$ cat src/rtl/iigs_sound_glu.sv
// iigs_sound_glu: decodes the IIgs sound registers into sound-RAM / DOC accesses.
// Host ops are queued at the strobe and executed on the first clk outside the DOC window.
module iigs_sound_glu (
    input  logic        clk_i,
    input  logic        rst_ni,
    input  logic        ph0_en_i,
    input  logic        select_i,
    input  logic        wr_i,
    input  logic [1:0]  host_addr_i,
    input  logic [7:0]  host_data_in_i,
    input  logic [7:0]  sound_data_in_i,
    output logic        ram_access_o,
    output logic [7:0]  host_data_out_o,
    output logic [15:0] sound_addr_o,
    output logic [7:0]  sound_data_out_o,
    output logic        ram_wr_o,
    output logic        doc_wr_o,
    output logic        doc_enable_o
);
    logic [1:0]  win_q, win_d;
    logic        pend_q, pend_d;
    logic        op_wr_q, op_wr_d;
    logic [7:0]  ctrl_q, ctrl_d;
    logic [15:0] addr_q, addr_d;
    logic [7:0]  latch_q, latch_d;
    logic [7:0]  wdata_q, wdata_d;
    logic        stb, exec;

    assign stb  = select_i & ph0_en_i;
    assign exec = pend_q & ~doc_enable_o;

    assign doc_enable_o     = win_q != 2'd0;
    assign ram_access_o     = ctrl_q[6];
    assign sound_addr_o     = addr_q;
    assign sound_data_out_o = wdata_q;
    assign ram_wr_o         = exec & op_wr_q & ctrl_q[6];
    assign doc_wr_o         = exec & op_wr_q & ~ctrl_q[6];

    // busy is simply "an op is queued"; it overlays control bit 7 on reads
    always_comb
        host_data_out_o = host_addr_i == 2'd0 ? {pend_q, ctrl_q[6:0]} :
                          host_addr_i == 2'd1 ? latch_q :
                          host_addr_i == 2'd2 ? addr_q[7:0] : addr_q[15:8];

    always_comb begin
        win_d   = ph0_en_i ? 2'd2 : (doc_enable_o ? win_q - 2'd1 : 2'd0);
        pend_d  = pend_q;
        op_wr_d = op_wr_q;
        ctrl_d  = ctrl_q;
        addr_d  = addr_q;
        latch_d = latch_q;
        wdata_d = wdata_q;
        if (exec) begin
            pend_d = 1'b0;
            if (!op_wr_q)
                latch_d = sound_data_in_i;
            if (ctrl_q[5])
                addr_d = addr_q + 16'd1;
        end
        if (stb && wr_i && host_addr_i == 2'd0)
            ctrl_d = host_data_in_i & 8'h6F;
        if (stb && wr_i && host_addr_i == 2'd1)
            wdata_d = host_data_in_i;
        if (stb && wr_i && host_addr_i == 2'd2)
            addr_d[7:0] = host_data_in_i;
        if (stb && wr_i && host_addr_i == 2'd3)
            addr_d[15:8] = host_data_in_i;
        if (stb && host_addr_i == 2'd1) begin
            pend_d  = 1'b1;
            op_wr_d = wr_i;
        end
    end

    always_ff @(posedge clk_i or negedge rst_ni) begin
        if (!rst_ni) begin
            win_q   <= 2'd0;
            pend_q  <= 1'b0;
            op_wr_q <= 1'b0;
            ctrl_q  <= 8'h00;
            addr_q  <= 16'h0000;
            latch_q <= 8'h00;
            wdata_q <= 8'h00;
        end else begin
            win_q   <= win_d;
            pend_q  <= pend_d;
            op_wr_q <= op_wr_d;
            ctrl_q  <= ctrl_d;
            addr_q  <= addr_d;
            latch_q <= latch_d;
            wdata_q <= wdata_d;
        end
    end
endmodule

$ cat config.mk
export PLATFORM = sky130hd
export DESIGN_NAME = iigs_sound_glu
export DESIGN_NICKNAME = d
export VERILOG_FILES = /design/src/rtl/iigs_sound_glu.sv
export SDC_FILE = /design/constraint.sdc
export NUM_CORES = 1
export LEC_CHECK = 0
export BUFFER_PORTS_ARGS = -buffer_cell sky130_fd_sc_hd__buf_2
export CAP_MARGIN = 30
export CELL_PAD_IN_SITES_DETAIL_PLACEMENT = 2
export CELL_PAD_IN_SITES_GLOBAL_PLACEMENT = 2
export CORE_ASPECT_RATIO = 1.2
export CORE_UTILIZATION = 30
export DETAILED_ROUTE_END_ITERATION = 12
export GPL_TIMING_DRIVEN = 1
export PLACE_DENSITY_LB_ADDON = 0.1
export SYNTH_ARGS = -nofsm -noshare
export SYNTH_HDL_FRONTEND = slang
export SYNTH_SLANG_ARGS = --single-unit
$ cat constraint.sdc
create_clock -name clk_i -period 1.58 [get_ports clk_i]
set_input_delay 0.079 -clock clk_i [delete_from_list [all_inputs] [get_ports clk_i]]
set_output_delay 0.079 -clock clk_i [all_outputs]
set_load 0.01 [all_outputs]
After elaboration in Yosys (flattened, before gate mapping)
Cells that the tools add are included.
{"block": "totals", "ff_bits": 42, "in_bits": 23, "out_inout_bits": 36, "word_cells": 48}
{"block": "classes", "bitwise_logic": 8, "reduce_logical": 16, "n_eq_ne": 3, "n_mux": 11, "addsub": 2}
{"cell": "$mux 8", "n": 5}
{"cell": "$mux 16", "n": 2}
{"cell": "$add 16x1->16 const B", "n": 1}
{"cell": "$reduce_bool 2->1", "n": 6}
{"cell": "$logic_and 1x1->1", "n": 6}
{"cell": "$reduce_and 2->1", "n": 3}
{"cell": "$and 1x1->1", "n": 5}
{"cell": "$eq 2x2->1 const B", "n": 2}
{"cell": "$mux 2", "n": 2}
{"cell": "$not 1->1", "n": 3}
{"cell": "$eq 2x1->1 const B", "n": 1}
{"cell": "$logic_not 2->1", "n": 1}
{"cell": "$mux 1", "n": 2}
{"cell": "$sub 2x1->2 const B", "n": 1}

Longest topological paths before layout
{"block": "logic_depth", "word_depth": 5, "ltp_mapped": 6, "ltp_nobuf": 5}

Worst setup path after synthesis
Ideal clock, no wire load.
{"block": "synth_path", "kind": "register -> register", "from": "register win_q[1]", "to": "register addr_q[14], in the netlist sound_addr_o[14]", "t_arrival_ns": 1.621, "stages_incl_launch_ff": 5, "period_less_slack_ns": 1.697, "setup_ns": 0.076, "required_time_ns": 1.504, "slack_ns": -0.117, "path_buffers": 0, "path_cell_list": "dfrtp_1 or2_4 or4_4 o41a_1 o21ai_1"}
{"block": "synth_via", "elab_chain_len": 5}
{"item": "start: declaration", "line_no": "20", "text": "logic [1:0] win_q, win_d;"}
{"item": "start signal: assignment", "line_no": "84", "text": "win_q <= win_d;"}
{"item": "$reduce_bool 2->1", "line_no": "32", "text": "assign doc_enable_o = win_q != 2'd0;"}
{"item": "via doc_enable_o", "line_no": "18", "text": "output logic doc_enable_o"}
{"item": "$not 1->1", "line_no": "30", "text": "assign exec = pend_q & ~doc_enable_o;"}
{"item": "$and 1x1->1", "line_no": "30"}
{"item": "$reduce_bool 2->1 (no source line)"}
{"item": "$reduce_and 2->1 (no source line)"}
{"item": "end signal: assignment", "line_no": "88", "text": "addr_q <= addr_d;"}
{"item": "end: declaration", "line_no": "24", "text": "logic [15:0] addr_q, addr_d;"}
The timed path passes the listed nets, and every way through them passes these cells.
A chain may end at the register's enable or synchronous reset.

Worst setup path after layout
{"block": "layout_path", "from": "register win_q[0]", "to": "register addr_q[6], in the netlist sound_addr_o[6]"}
{"block": "layout_via", "elab_chain_len": 5}
{"item": "$reduce_bool 2->1", "line_no": "32"}
{"item": "$not 1->1", "line_no": "30"}
{"item": "$and 1x1->1", "line_no": "30"}
{"item": "$reduce_bool 2->1 (no source line)"}
{"item": "$reduce_and 2->1 (no source line)"}
Every way passes these cells.

==> results.cfg <==
[worst_setup_path]
cpMaxStageDelayCell = dfrtp_1
path_max_fanout = 5
path_class = flop to flop
worstSetupEndpointType = flop
ff2ff_path_depth = 6
critical_path_required_ps = 1770
cp_slowest_stage_delay_ps = 410
path_cells = buf_6 > nand4bb_2 > buf_4 > nor3_2 > xnor2_1 > a21oi_1
arrival_ps = 1910
setup.worst_path.start_class = flop

[timing]
rsz0062_at_grt = yes
finClkSkew_ps = 7.74
maxSlewViolCount = 0
fin_crit_ps = 1710
slew_headroom = 0.657
period_share = 1.08
hold_viol_final = 0
setup_viol = 24
hold_ws_ps = 15.5
setup_ws_ps = -132
fmax_mhz = 584
tightest_slew_ps = 514

[final_layout]
seq_area_um2 = 1050
syn2layout_area_growth_pct = 55.4
multi_input_area_um2 = 1190
fill_cells = 730
final_util = 0.485
final_nets = 323
final_area_um2 = 3330
layout-drive-gt1-share = 0.597
diodes = 0

[run_status]
failed_checks = negative setup slack
status = finished, violations left

[routing]
ant_nets = 0
totalWireLength_um = 7940
drt_iter0_drc = 74
vias = 1990
viasPerCell = 5.14
drt_first_pass_iters = 4
drc = 0
wl_per_cell_um = 20.5

[worst_hold_path]
holdPathStages = 2
hp-class = primary input to flop

[die]
fp.dieW_um = 79.1
core_um2 = 6850
dieArea_um2 = 7470
num_rows = 33
die_h_um = 94.5
start_util = 0.312
ioPinCount = 59

[clock_tree]
cts-root-buf = clkbuf_8
htreeDepth = 2
clockBufferDepth = 2
clock-sinks = 42
cts_inserted_buffers = 5
worstSkewPairLatency_ps = 300
cts_tree = done
clk_pin_slew_ps = 80

[power_and_ir_drop]
irDropWorstVdd_mv = 0.572
clockPowerShare = 0.173
p_leak_nw = 1.49
power_frac_seq = 0.354
switching_share = 0.354
power.internal_mw = 3.20
combPwrFrac = 0.473
switchingPower_mw = 1.75
p_per_area_nw_per_um2 = 1490

[global_routing]
first_global_vias = 2196
antenna_found_initial = 0
overflow = 0
grt_first_pass_wirelength_um = 11900
grt_start_max_net_pins = 22
grt.total_usage = 0.216

[logic_synthesis]
synth_area_um2 = 2140
ys_async_sr_fraction = 1.00
synthDistinctLibCells = 39
syn_inst = 183
ys_seq_area_frac = 0.491
synth.most_common_cell = dfrtp_1
synth_edf_count = 0
synth_common_cells = dfrtp_1 (42), mux2_2 (23), nor2_1 (19), a21oi_1 (13), nand2_1 (13)
yosys_register_bits = 42
synth_top_flop_cell = dfrtp_1
synth_top_area_cell = dfrtp_1
yosysTopAreaCellShare = 0.491
ys_top_cells_by_area = dfrtp_1 (49%), mux2_2 (12%), mux4_2 (7.4%)
synth_warnings = 0
syn_avg_cell_area_um2 = 11.7
synth_nets = 207

[job]
drv_cap = 0

[place]
gp_congestion = 0.802
io_buffers = 58
dpl-instance-area_um2 = 2770
post-dp-hpwl_um = 5080
[cell families after synthesis]
family,share of synthesized area
AOI/OAI and AO/OA,0.0573
buffers and inverters,0.0175
xor gates and xnor gates,0.0491
muxes,0.199
DFF,0.491
and+or+nand+nor,0.180
adders and majority gates,0.00585
[final cells by class]
class	count	area share
Clock inverter	3	0.0120
Sequential cell	42	0.317
Timing Repair Buffer	116	0.258
Multi-Input combinational cell	134	0.359
Tap cell	87	0.0327
Clock buffer	5	0.0207
[path summary, 6_finish.rpt]
path                                            end  slack (ps)                start
worst max-delay path                sound_addr_o[6]        -130             win_q[0]
worst min register to register  sound_data_out_o[4]         510  sound_data_out_o[4]
worst min-delay path                     latch_q[2]          20   sound_data_in_i[2]
max in group asynchronous           sound_addr_o[0]         680               rst_ni
worst max register to register      sound_addr_o[6]        -130             win_q[0]
min in group asynchronous                latch_q[7]         280               rst_ni
[cells in the final DEF (no fill, tap or decap), drive strengths merged, types with 3 or more instances in the layout]
master         n
a21oi         13
and3           5
buf          112
clkbuf         5
dfrtp         42
dlygate4sd3    4
mux2          23
mux4           7
nand2         13
nand3          8
nand4          6
nor2          19
nor3b          3
xnor2          6
xor2           6
[power by group through the flow]
| stage | combinational [mW] | sequential, mW | clock, mW |
|---|---|---|---|
| 3_3_place_gp | 1.66 | 1.70 | 0 |
| 5_1_grt | 2.53 | 1.79 | 0.913 |
| 6_report | 2.34 | 1.75 | 0.856 |
| 2_1_floorplan | 0.720 | 1.79 | 0 |
| 3_5_place_dp | 1.70 | 1.71 | 0 |
| 4_1_cts | 2.04 | 1.71 | 0.884 |
[critical path: cells and delay by family, from the launching register on]
kind                   cells  cell delay [ps]
AO/OA/AOI/OAI              1               80
AND/OR/NAND/NOR            2              590
flip-flops                 1              410
XOR/XNOR                   1              150
buffers and inverters      2              370
[per-layer routing]
layer	track usage	share of wire	up-vias	wire, um
li1	-	-	903	-
met1	0.270	0.43	1035	3390
met2	0.372	0.53	41	4190
met3	0.0357	0.026	11	207
met4	0.0833	0.020	0	156
met5	0	0	-	0
[registers in the layout (all words and copies together), names as in the netlist]
| register | count |
|---|---|
| op_wr_q | 1 |
| sound_addr_o | 16 |
| win_q | 2 |
| pend_q | 1 |
| ctrl_q | 6 |
| latch_q | 8 |
| sound_data_out_o | 8 |
[stage by stage]
| step | power, mW | worst slack [ps] | setup TNS [ps] | instances |
|---|---|---|---|---|
| 2_1_floorplan | 2.51 | -117 | -117 | 183 |
| 3_3_place_gp | 3.36 | -129 | -228 | 355 |
| 3_5_place_dp | 3.41 | -160 | -338 | 355 |
| 4_1_cts | 4.64 | -79.6 | -423 | 380 |
| 5_1_grt | 5.24 | -193 | -3200 | 387 |
| 6_report | 4.95 | -132 | -1530 | 387 |
[repair_timing]
action	CTS	global route
buffers inserted	14	7
resized for setup	24	37
endpoints found under the hold margin	22	0
pin swaps	13	13
hold buffers	4	0
setup endpoints to repair	21	31
No activity file was read; power rests on OpenSTA's default activity.
